File: config.mk
export PLATFORM = sky130hd
export DESIGN_NAME = sdram_dma_engine_flat
export DESIGN_NICKNAME = d
export VERILOG_FILES = /design/src/rtl/sdram_dma_engine_if.sv /design/src/rtl/sdram_dma_engine.sv /design/src/flat_wrapper.sv
export SDC_FILE = /design/constraint.sdc
export NUM_CORES = 2
export LEC_CHECK = 0
export ABC_AREA = 1
export BUFFER_PORTS_ARGS = -buffer_cell sky130_fd_sc_hd__buf_2
export CELL_PAD_IN_SITES_DETAIL_PLACEMENT = 1
export CELL_PAD_IN_SITES_GLOBAL_PLACEMENT = 2
export CORE_MARGIN = 1.5
export CORE_UTILIZATION = 34
export DETAILED_ROUTE_END_ITERATION = 10
export HOLD_SLACK_MARGIN = 0.1
export MAX_ROUTING_LAYER = met4
export PLACE_DENSITY_LB_ADDON = 0.08
export SLEW_MARGIN = 5
export SYNTH_ARGS = -nofsm -noshare
export SYNTH_HDL_FRONTEND = slang
export SYNTH_SLANG_ARGS = --single-unit
File: constraint.sdc
create_clock -name clk -period 4.3 [get_ports clk]
set_input_delay 0 -clock clk [delete_from_list [all_inputs] [get_ports clk]]
set_output_delay 0 -clock clk [all_outputs]
set_load 0.02 [all_outputs]
File: src/rtl/sdram_dma_engine_if.sv
// Avalon-MM master bus bundle between the DMA engine and the SDRAM controller port.
interface sdram_dma_engine_if #(
    parameter int DATA_W = 32,
    parameter int ADDR_W = 32
);
    logic              master_waitrequest;
    logic [ADDR_W-1:0] master_address;
    logic              master_read;
    logic [DATA_W-1:0] master_readdata;
    logic              master_readdatavalid;
    logic              master_write;
    logic [DATA_W-1:0] master_writedata;

    modport master (
        input  master_waitrequest, master_readdata, master_readdatavalid,
        output master_address, master_read, master_write, master_writedata
    );

    modport slave (
        output master_waitrequest, master_readdata, master_readdatavalid,
        input  master_address, master_read, master_write, master_writedata
    );
endinterface

File: src/rtl/sdram_dma_engine.sv
// Pipelined Avalon-MM DMA master: copies num_words words from src to dest through a
// read-data FIFO (reads run ahead, bounded by FIFO credits), or fills dest with a constant.
module sdram_dma_engine #(
    parameter int DATA_W     = 32,
    parameter int ADDR_W     = 32,
    parameter int FIFO_DEPTH = 8
) (
    input  logic                clk,
    input  logic                rst,
    input  logic [ADDR_W-1:0]   src_addr,
    input  logic [ADDR_W-1:0]   dest_addr,
    input  logic [31:0]         num_words,
    input  logic                fill_mode,
    input  logic [DATA_W-1:0]   fill_value,
    input  logic                start,
    output logic                busy,
    output logic                done,
    sdram_dma_engine_if.master  bus
);
    localparam int BPW = DATA_W / 8;
    localparam int PW  = $clog2(FIFO_DEPTH);
    localparam int CW  = PW + 1;
    localparam logic [CW:0] DEPTH_C = (CW + 1)'(FIFO_DEPTH);

    typedef enum logic [1:0] {IDLE, RUN, DONE} state_t;

    state_t            state_q, state_d;
    logic [ADDR_W-1:0] src_q, src_d, dst_q, dst_d, addr_q, addr_d;
    logic [31:0]       num_q, num_d, rd_issued_q, rd_issued_d, wr_done_q, wr_done_d;
    logic              fill_q, fill_d;
    logic [DATA_W-1:0] fval_q, fval_d, wdata_q, wdata_d;
    logic [CW-1:0]     in_flight_q, in_flight_d, count_q, count_d;
    logic [PW-1:0]     rd_ptr_q, rd_ptr_d, wr_ptr_q, wr_ptr_d;
    logic [DATA_W-1:0] mem_q [FIFO_DEPTH];
    logic [DATA_W-1:0] mem_d [FIFO_DEPTH];
    logic              busy_q, busy_d, done_q, done_d, read_q, read_d, write_q, write_d;

    logic              rd_acc, wr_acc, push, pop, can_rd, can_wr;
    logic [CW-1:0]     after_pop;
    logic [DATA_W-1:0] head;

    // Next-state: counters, FIFO bookkeeping and the registered command for the following cycle.
    always_comb begin
        state_d     = state_q;
        src_d       = src_q;
        dst_d       = dst_q;
        addr_d      = addr_q;
        num_d       = num_q;
        rd_issued_d = rd_issued_q;
        wr_done_d   = wr_done_q;
        fill_d      = fill_q;
        fval_d      = fval_q;
        wdata_d     = wdata_q;
        in_flight_d = in_flight_q;
        count_d     = count_q;
        rd_ptr_d    = rd_ptr_q;
        wr_ptr_d    = wr_ptr_q;
        mem_d       = mem_q;
        busy_d      = busy_q;
        done_d      = 1'b0;
        read_d      = read_q;
        write_d     = write_q;

        rd_acc    = read_q & ~bus.master_waitrequest;
        wr_acc    = write_q & ~bus.master_waitrequest;
        push      = (state_q == RUN) & ~fill_q & bus.master_readdatavalid;
        pop       = wr_acc & ~fill_q;
        after_pop = '0;
        head      = '0;
        can_rd    = 1'b0;
        can_wr    = 1'b0;

        unique case (state_q)
            IDLE: begin
                read_d  = 1'b0;
                write_d = 1'b0;
                if (start) begin
                    src_d       = src_addr;
                    dst_d       = dest_addr;
                    num_d       = num_words;
                    fill_d      = fill_mode;
                    fval_d      = fill_value;
                    rd_issued_d = '0;
                    wr_done_d   = '0;
                    in_flight_d = '0;
                    count_d     = '0;
                    rd_ptr_d    = '0;
                    wr_ptr_d    = '0;
                    if (num_words == '0) begin
                        state_d = DONE;
                        done_d  = 1'b1;
                    end else begin
                        state_d = RUN;
                        busy_d  = 1'b1;
                    end
                end
            end
            RUN: begin
                if (push) begin
                    mem_d[wr_ptr_q] = bus.master_readdata;
                    wr_ptr_d        = wr_ptr_q + 1'b1;
                end
                if (pop) begin
                    rd_ptr_d = rd_ptr_q + 1'b1;
                end
                count_d     = count_q + CW'(push) - CW'(pop);
                in_flight_d = in_flight_q + CW'(rd_acc) - CW'(push);
                if (rd_acc) rd_issued_d = rd_issued_q + 32'd1;
                if (wr_acc) wr_done_d = wr_done_q + 32'd1;

                // If the FIFO holds nothing once the pop is applied, the next head is the
                // word arriving this very cycle, which is not yet in the storage array.
                after_pop = count_q - CW'(pop);
                head      = (after_pop == '0) ? bus.master_readdata : mem_q[rd_ptr_d];
                can_wr    = fill_q ? (wr_done_d < num_q) : (count_d != '0);
                can_rd    = ~fill_q & (rd_issued_d < num_q) &
                            (({1'b0, in_flight_d} + {1'b0, count_d}) < DEPTH_C);

                if (wr_acc && (wr_done_d == num_q)) begin
                    state_d = DONE;
                    busy_d  = 1'b0;
                    done_d  = 1'b1;
                    read_d  = 1'b0;
                    write_d = 1'b0;
                end else if (!((read_q | write_q) && bus.master_waitrequest)) begin
                    read_d  = 1'b0;
                    write_d = 1'b0;
                    if (can_wr) begin
                        write_d = 1'b1;
                        addr_d  = dst_q + ADDR_W'(wr_done_d) * ADDR_W'(BPW);
                        wdata_d = fill_q ? fval_q : head;
                    end else if (can_rd) begin
                        read_d = 1'b1;
                        addr_d = src_q + ADDR_W'(rd_issued_d) * ADDR_W'(BPW);
                    end
                end
            end
            DONE: begin
                state_d = IDLE;
                busy_d  = 1'b0;
            end
            default: state_d = IDLE;
        endcase
    end

    // State and output registers with synchronous reset.
    always_ff @(posedge clk) begin
        if (rst) begin
            state_q     <= IDLE;
            src_q       <= '0;
            dst_q       <= '0;
            addr_q      <= '0;
            num_q       <= '0;
            rd_issued_q <= '0;
            wr_done_q   <= '0;
            fill_q      <= 1'b0;
            fval_q      <= '0;
            wdata_q     <= '0;
            in_flight_q <= '0;
            count_q     <= '0;
            rd_ptr_q    <= '0;
            wr_ptr_q    <= '0;
            mem_q       <= '{default: '0};
            busy_q      <= 1'b0;
            done_q      <= 1'b0;
            read_q      <= 1'b0;
            write_q     <= 1'b0;
        end else begin
            state_q     <= state_d;
            src_q       <= src_d;
            dst_q       <= dst_d;
            addr_q      <= addr_d;
            num_q       <= num_d;
            rd_issued_q <= rd_issued_d;
            wr_done_q   <= wr_done_d;
            fill_q      <= fill_d;
            fval_q      <= fval_d;
            wdata_q     <= wdata_d;
            in_flight_q <= in_flight_d;
            count_q     <= count_d;
            rd_ptr_q    <= rd_ptr_d;
            wr_ptr_q    <= wr_ptr_d;
            mem_q       <= mem_d;
            busy_q      <= busy_d;
            done_q      <= done_d;
            read_q      <= read_d;
            write_q     <= write_d;
        end
    end

    assign busy                 = busy_q;
    assign done                 = done_q;
    assign bus.master_address   = addr_q;
    assign bus.master_read      = read_q;
    assign bus.master_write     = write_q;
    assign bus.master_writedata = wdata_q;
endmodule

File: src/flat_wrapper.sv
// flat-port wrapper written by rule: the top's interface ports become plain ports
module sdram_dma_engine_flat 
#(
    parameter int DATA_W     = 32,
    parameter int ADDR_W     = 32,
    parameter int FIFO_DEPTH = 8
)
  (clk, rst, src_addr, dest_addr, num_words, fill_mode, fill_value, start, busy, done, bus_master_waitrequest, bus_master_readdata, bus_master_readdatavalid, bus_master_address, bus_master_read, bus_master_write, bus_master_writedata);
  sdram_dma_engine_if #(.DATA_W(DATA_W), .ADDR_W(ADDR_W)) bus_i ();
  input  logic clk;
  input  logic rst;
  input  logic [ADDR_W-1:0] src_addr;
  input  logic [ADDR_W-1:0] dest_addr;
  input  logic [31:0] num_words;
  input  logic fill_mode;
  input  logic [DATA_W-1:0] fill_value;
  input  logic start;
  output logic busy;
  output logic done;
  input wire logic [$bits(bus_i.master_waitrequest)-1:0] bus_master_waitrequest;
  input wire logic [$bits(bus_i.master_readdata)-1:0] bus_master_readdata;
  input wire logic [$bits(bus_i.master_readdatavalid)-1:0] bus_master_readdatavalid;
  output wire logic [$bits(bus_i.master_address)-1:0] bus_master_address;
  output wire logic [$bits(bus_i.master_read)-1:0] bus_master_read;
  output wire logic [$bits(bus_i.master_write)-1:0] bus_master_write;
  output wire logic [$bits(bus_i.master_writedata)-1:0] bus_master_writedata;
  assign bus_i.master_waitrequest = bus_master_waitrequest;
  assign bus_i.master_readdata = bus_master_readdata;
  assign bus_i.master_readdatavalid = bus_master_readdatavalid;
  assign bus_master_address = bus_i.master_address;
  assign bus_master_read = bus_i.master_read;
  assign bus_master_write = bus_i.master_write;
  assign bus_master_writedata = bus_i.master_writedata;
  sdram_dma_engine #(.DATA_W(DATA_W), .ADDR_W(ADDR_W), .FIFO_DEPTH(FIFO_DEPTH)) u_core (.clk(clk), .rst(rst), .src_addr(src_addr), .dest_addr(dest_addr), .num_words(num_words), .fill_mode(fill_mode), .fill_value(fill_value), .start(start), .busy(busy), .done(done), .bus(bus_i));
endmodule
Word-level counts from Yosys, hierarchy flattened:

Index checks and enable logic that the tools add are counted.

* multiplexer cells: 48
* bitwise operators: 14
* equality and inequality tests: 8
* reductions and logical operators: 19
* $lt $le $gt $ge: 6
* add/subtract/negate cells: 12

Operators by type and width (count)
* $mux W32: 12
* $bwmux W256: 1
* $pmux W32 S2: 2
* $bmux W32 S3: 1
* $demux W32 S3: 1
* $add A32 B1 Y32 const B: 2
* $add A32 B32 Y32: 2
* $lt A32 B32 Y1: 2
* $eq A32 B32 Y1: 1
* $logic_not A32 Y1: 1
* $pmux W4 S2: 2
* $mux W1: 14
* $mux W3: 4
* $pmux W3 S2: 2
* $reduce_and A4 Y1: 3
* $sub A4 B1 Y4: 3
* $reduce_and A2 Y1: 5
* $add A4 B1 Y4: 2
* $ge A4 B4 Y1 const B: 2
* $not A3 Y4: 2
* $and A1 B1 Y1: 7
* $add A3 B1 Y3 const B: 2
* $mux W2: 3
* $ne A2 B2 Y1 const B: 3
* 20 further kinds: 28

* bits in registers: 533
* logic and storage cells: 133

Logic depth before layout (Yosys ltp):

* depth in word-level cells: 13
* mapped depth: 27
* gate-level depth less buffers: 26

Worst setup path after synthesis:

OpenSTA, ideal clock, no wires.

* path type: register to register
* start point: register u_core.write_q (netlist: u_core.bus.master_write)
* end point: register u_core.addr_q[16] (netlist: u_core.bus.master_address[16])
* arrival: 3.388 ns
* data required time: 4.185 ns
* buffers on the path: 2
* stages on the path, launching flop included: 26
* clock period less this slack: 3.503 ns
* library setup time: 0.115 ns
* path slack: 0.797 ns
* cell sequence: dfxtp_1 > inv_2 > nor2_8 > nand4_1 > nor2_2 > nand2_1 > inv_1 > nand2_1 > nor3_2 > nand2_1 > xor2_1 > ha_1 > a21oi_1 > o21ai_0 > nand2_1 > o211ai_1 > nor2_1 > nand2_1 > nand2_1 > nand2_2 > nor2_4 > inv_2 > buf_4 > buf_2 > a21oi_1 > nor2_1

* longest elaborated chain between the ends: 8
* elaborated cells on any way between the ends: 21
* those cells by class: add/sub: 3; order compare: 2; eq/ne: 1; mux: 4; bitwise: 6; reduce/logical: 5

Ends and longest elaborated chain
* from (decl): line sdram_dma_engine.sv:36 `logic busy_q, busy_d, done_q, done_d, read_q, read_d, write_q, write_d;`
* from (signal assigned): line sdram_dma_engine.sv:187 `write_q <= write_d;`
* $and A1 B1 Y1: line sdram_dma_engine.sv:65 `wr_acc = write_q & ~bus.master_waitrequest;`
* $and A1 B1 Y1: line sdram_dma_engine.sv:67 `pop = wr_acc & ~fill_q;`
* $sub A4 B1 Y4: line sdram_dma_engine.sv:106 `count_d = count_q + CW'(push) - CW'(pop);`
* $add A4 B4 Y5: line sdram_dma_engine.sv:117 `(({1'b0, in_flight_d} + {1'b0, count_d}) < DEPTH_C);`
* $lt A5 B4 Y1: line sdram_dma_engine.sv:117
* $and A1 B1 Y1: line sdram_dma_engine.sv:116 `can_rd = ~fill_q & (rd_issued_d < num_q) &`
* $reduce_bool A2 Y1 (no line)
* $reduce_and A4 Y1 (no line)
* to (signal assigned): line sdram_dma_engine.sv:172 `addr_q <= addr_d;`
* to (decl): line sdram_dma_engine.sv:28 `logic [ADDR_W-1:0] src_q, src_d, dst_q, dst_d, addr_q, addr_d;`

Several ways; a longest one is shown, not always the timed one. The select of a mux whose other input is x is not followed.
A chain may end at the register's enable or synchronous reset.

Final worst setup path:

* start point: register u_core.rd_issued_q[0]
* end point: register u_core.addr_q[28] (netlist: u_core.bus.master_address[28])

* longest elaborated chain between the ends: 8
* elaborated cells on any way between the ends: 11
* those cells by class: add/sub: 2; order compare: 1; mux: 4; bitwise: 2; reduce/logical: 2

Ends and longest elaborated chain
* from (decl): line sdram_dma_engine.sv:29 `logic [31:0] num_q, num_d, rd_issued_q, rd_issued_d, wr_done_q, wr_done_d;`
* from (signal assigned): line sdram_dma_engine.sv:174 `rd_issued_q <= rd_issued_d;`
* $add A32 B1 Y32: line sdram_dma_engine.sv:108 `if (rd_acc) rd_issued_d = rd_issued_q + 32'd1;`
* $mux W32 *: line sdram_dma_engine.sv:108
* $mux W32 *: line sdram_dma_engine.sv:73 `unique case (state_q)`
* $lt A32 B32 Y1: line sdram_dma_engine.sv:116
* $and A1 B1 Y1 (2 in series): line sdram_dma_engine.sv:116
* $reduce_bool A2 Y1 (no line)
* $reduce_and A4 Y1 (no line)

Mark *: on every way between the ends. The rest lies on a longest branch, timed or not. The select of a mux whose other input is x is not followed.

==> impl_metrics.ini <==
[status]
status = complete, no violations

[die]
start_util = 0.342
io_pins = 234
die_area_sq_um = 87300
rows = 107
core_region_area_sq_um = 84900
fp.dieH_um = 295
fp.dieW_um = 295

[power]
p_total_mw = 14.0
p_comb_frac = 0.197
p_sw_mw = 4.45
vdd_ir_drop_max_uv = 278
share_clk_of_total_power = 0.416
seqPwrFrac = 0.387
p_per_area_nw_per_um2 = 393
switching_share = 0.317
p_leak_nw = 15.9
intPower_mw = 9.58

[placed_design]
numPortBuffers = 233
routabilityCongestion = 0.914
dp_hpwl_um = 83900

[synthesis]
synth_xor_area_frac = 0.0317
synth_cell_type_count = 51
netlist_area_sq_um = 29100
synth-simple-area-share = 0.271
muxShareOfSynthArea = 0
synth_seq_cells = 533
yosysWarnings = 0
postSynthAreaPerCell_sq_um = 6.71
ys_seq_area_frac = 0.367
synth_top_family_by_area = simple AND/OR/NAND/NOR gates
synthesis.nets = 4641
synthCells = 4329
synth_compound_area_frac = 0.194
synthAdderAreaFrac = 0.0639

[setup_path]
cpMaxStageDelayCell = dfxtp_1
endpoint_kind = register
critPathMaxStageDelay_ps = 480
critPathTopFamily = simple AND/OR/NAND/NOR gates
path_class = register to register
critPathLaunchType = register
path_cells = nand3_1, nor2_4, nand2_2, nor2_4, nand2_2, nor3_4, and2_1, xor2_1, ha_1, a21oi_1, o21ai_0, o21ai_0, nand4_1, nand3_1, buf_4, nand2_1, a21oi_1, nor2_1
cp.buffers_inverters = 1
cp_data_arrival_time_ps = 4550
worstPathRequired_ps = 4820
crit_fanout = 5

[finish]
fin_nets = 4966
final_common_cell = nor2_1
syn_to_final_growth_pct = 22.8
drive_above_1_share = 0.117
final_cell_mix = nor2_1 (1,008), nand2_1 (634), o21ai_0 (596)
fin_util = 0.420

[timing]
drv_slew = 0
worstMarginPinSlew_ps = 834
finalHoldViolCount = 0
tns_ps = 0
max_freq_mhz = 248
rsz0062_at_grt = no
clock_skew_ps = 17.6
finalSetupViolCount = 0
post-route-period-util = 0.938
maxSlewHeadroom = 0.440
period_minus_slack_ps = 4030

[grt]
grt_overflow = 0
grt_usage = 0.285
first_global_vias = 30238
grt_start_max_net_pins = 170
antenna_found_initial = 6
grt_first_pass_wirelength_um = 185000

[clocking]
clockRootBuffer = clkbuf_16
cts_tree = built
clock_sinks = 533
cts.path.max_buffers = 3
h-tree-depth = 3
insertion_delay_ps = 630
cts.clk_slew.worst_paths_ps = 60
cts_buffers = 69

[worst_hold_path]
worst_hold_path_type = input port to register

[route]
drt_iter0_markers = 1493
final_antenna_net_count = 0
detail_route.wl_per_cell_um = 20.9
drc = 0
via_per_inst = 5.08
vias = 29729
first_pass_iters = 5
routed_wl_um = 122000

[flow_run]
drv_cap = 0
==> final timing paths <==
kind | start | end | slack, ps | cells after the start
hold reg to reg | u_core.fval_q[27] | u_core.fval_q[27] | 460 | 2
hold / removal | dest_addr[16] | u_core.dst_q[16] | 160 | 4
setup reg to reg | u_core.rd_issued_q[0] | u_core.bus.master_address[28] | 270 | 18
setup / recovery | u_core.rd_issued_q[0] | u_core.bus.master_address[28] | 270 | 18
==> power groups by stage <==
stage | Sequential, mW | Combinational, mW | Clock [mW]
3_5_place_dp | 5.54 | 2.65 | 0
6_report | 5.43 | 2.77 | 5.83
3_3_place_gp | 5.54 | 2.63 | 0
2_1_floorplan | 5.58 | 1.49 | 0
4_1_cts | 5.43 | 2.79 | 5.97
5_1_grt | 5.46 | 3.05 | 6.17
==> routing by layer <==
layer	global-route usage	part of all wire	routed length, um	vias up
li1	-	-	-	14805
met1	0.339	0.43	53000	14275
met2	0.497	0.50	60600	494
met3	0.0313	0.034	4210	155
met4	0.0983	0.035	4320	0
met5	-	0	0	-
==> per-stage QoR <==
stage / instance area, sq um / instances / hold WS, ps / setup slack (ps)
after global placement: 31700 / 5560 / 252 / 277
after CTS: 35600 / 5846 / 130 / 140
final: 35700 / 5851 / 163 / 268
after floorplan: 29100 / 4329 / 167 / 797
after detailed placement: 31700 / 5560 / 263 / 180
after global routing: 35700 / 5851 / 191 / 1.89
==> registers in the layout (all words and copies together) (netlist names), 2 cells and up <==
| signal | flops |
|---|---|
| u_core.src_q | 32 |
| u_core.fval_q | 32 |
| u_core.bus.master_address | 32 |
| u_core.in_flight_q | 4 |
| u_core.mem_q | 256 |
| u_core.wr_ptr_q | 3 |
| u_core.state_q | 2 |
| u_core.num_q | 32 |
| u_core.bus.master_writedata | 32 |
| u_core.wr_done_q | 32 |
| u_core.count_q | 4 |
| u_core.rd_ptr_q | 3 |
| u_core.rd_issued_q | 32 |
| u_core.dst_q | 32 |
==> what timing repair did <==
item                                   in CTS  in global routing
setup buffers                               0                  1
setup endpoints to repair                   0                 65
gates resized for setup                     0                 17
hold buffers                              166                  0
endpoints found under the hold margin     415                  0
==> worst register-to-register path: cells and delay by family (launching register included) <==
family | cells | cell delay (ps)
compound gates | 4 | 920
xor+xnor | 1 | 330
fa+ha+maj | 1 | 360
buf+inv | 1 | 120
flops | 1 | 480
simple gates | 11 | 1710
==> cell families after synthesis <==
group                    Yosys count
buffers and inverters            538
AND/OR/NAND/NOR                 1937
AO/OA/AOI/OAI                   1072
flip-flops                       533
adder cells (fa/ha/maj)          146
XOR/XNOR                         103
==> synthesized netlist by cell type, drive strengths merged <==
master     n  area, sq um
ha       142         1780
a21boi     4         30.0
xnor2     38          333
or2       35          219
a21o      35          263
nor3b      2         15.0
nor2    1032         3930
o211ai    35          263
o31ai      1         7.51
o21ai    667         3350
fa         4         80.1
a221oi     2         17.5
a31o       1         8.76
and2       1         6.26
a22oi      1         7.51
nand4     37          231
nor3      30          181
dfxtp    533        10700
nand2    645         2450
and3       1         6.26
a211oi     4         30.0
clkinv    15         56.3
a21oi    301         1510
a31oi      6         37.5
inv      261          980
buf       91          449
o22ai      5         31.3
o21a       5         37.5
or3        1         6.26
nor4      15          109
clkbuf   171          642
o21bai     5         37.5
nand3    132          666
xor2      65          588
nand3b     6         45.0
==> cell type report <==
cell class | count | area (sq um)
inverters | 276 | 1040
clock buffers | 98 | 2000
repair buffers | 516 | 3830
flip-flops and latches | 533 | 10700
diodes | 4 | 10.0
multi-input cells | 3258 | 16400
well taps | 1144 | 1430
fillers | 10871 | 49200
clock inverters | 22 | 262
(Power assumes the default switching activity.)
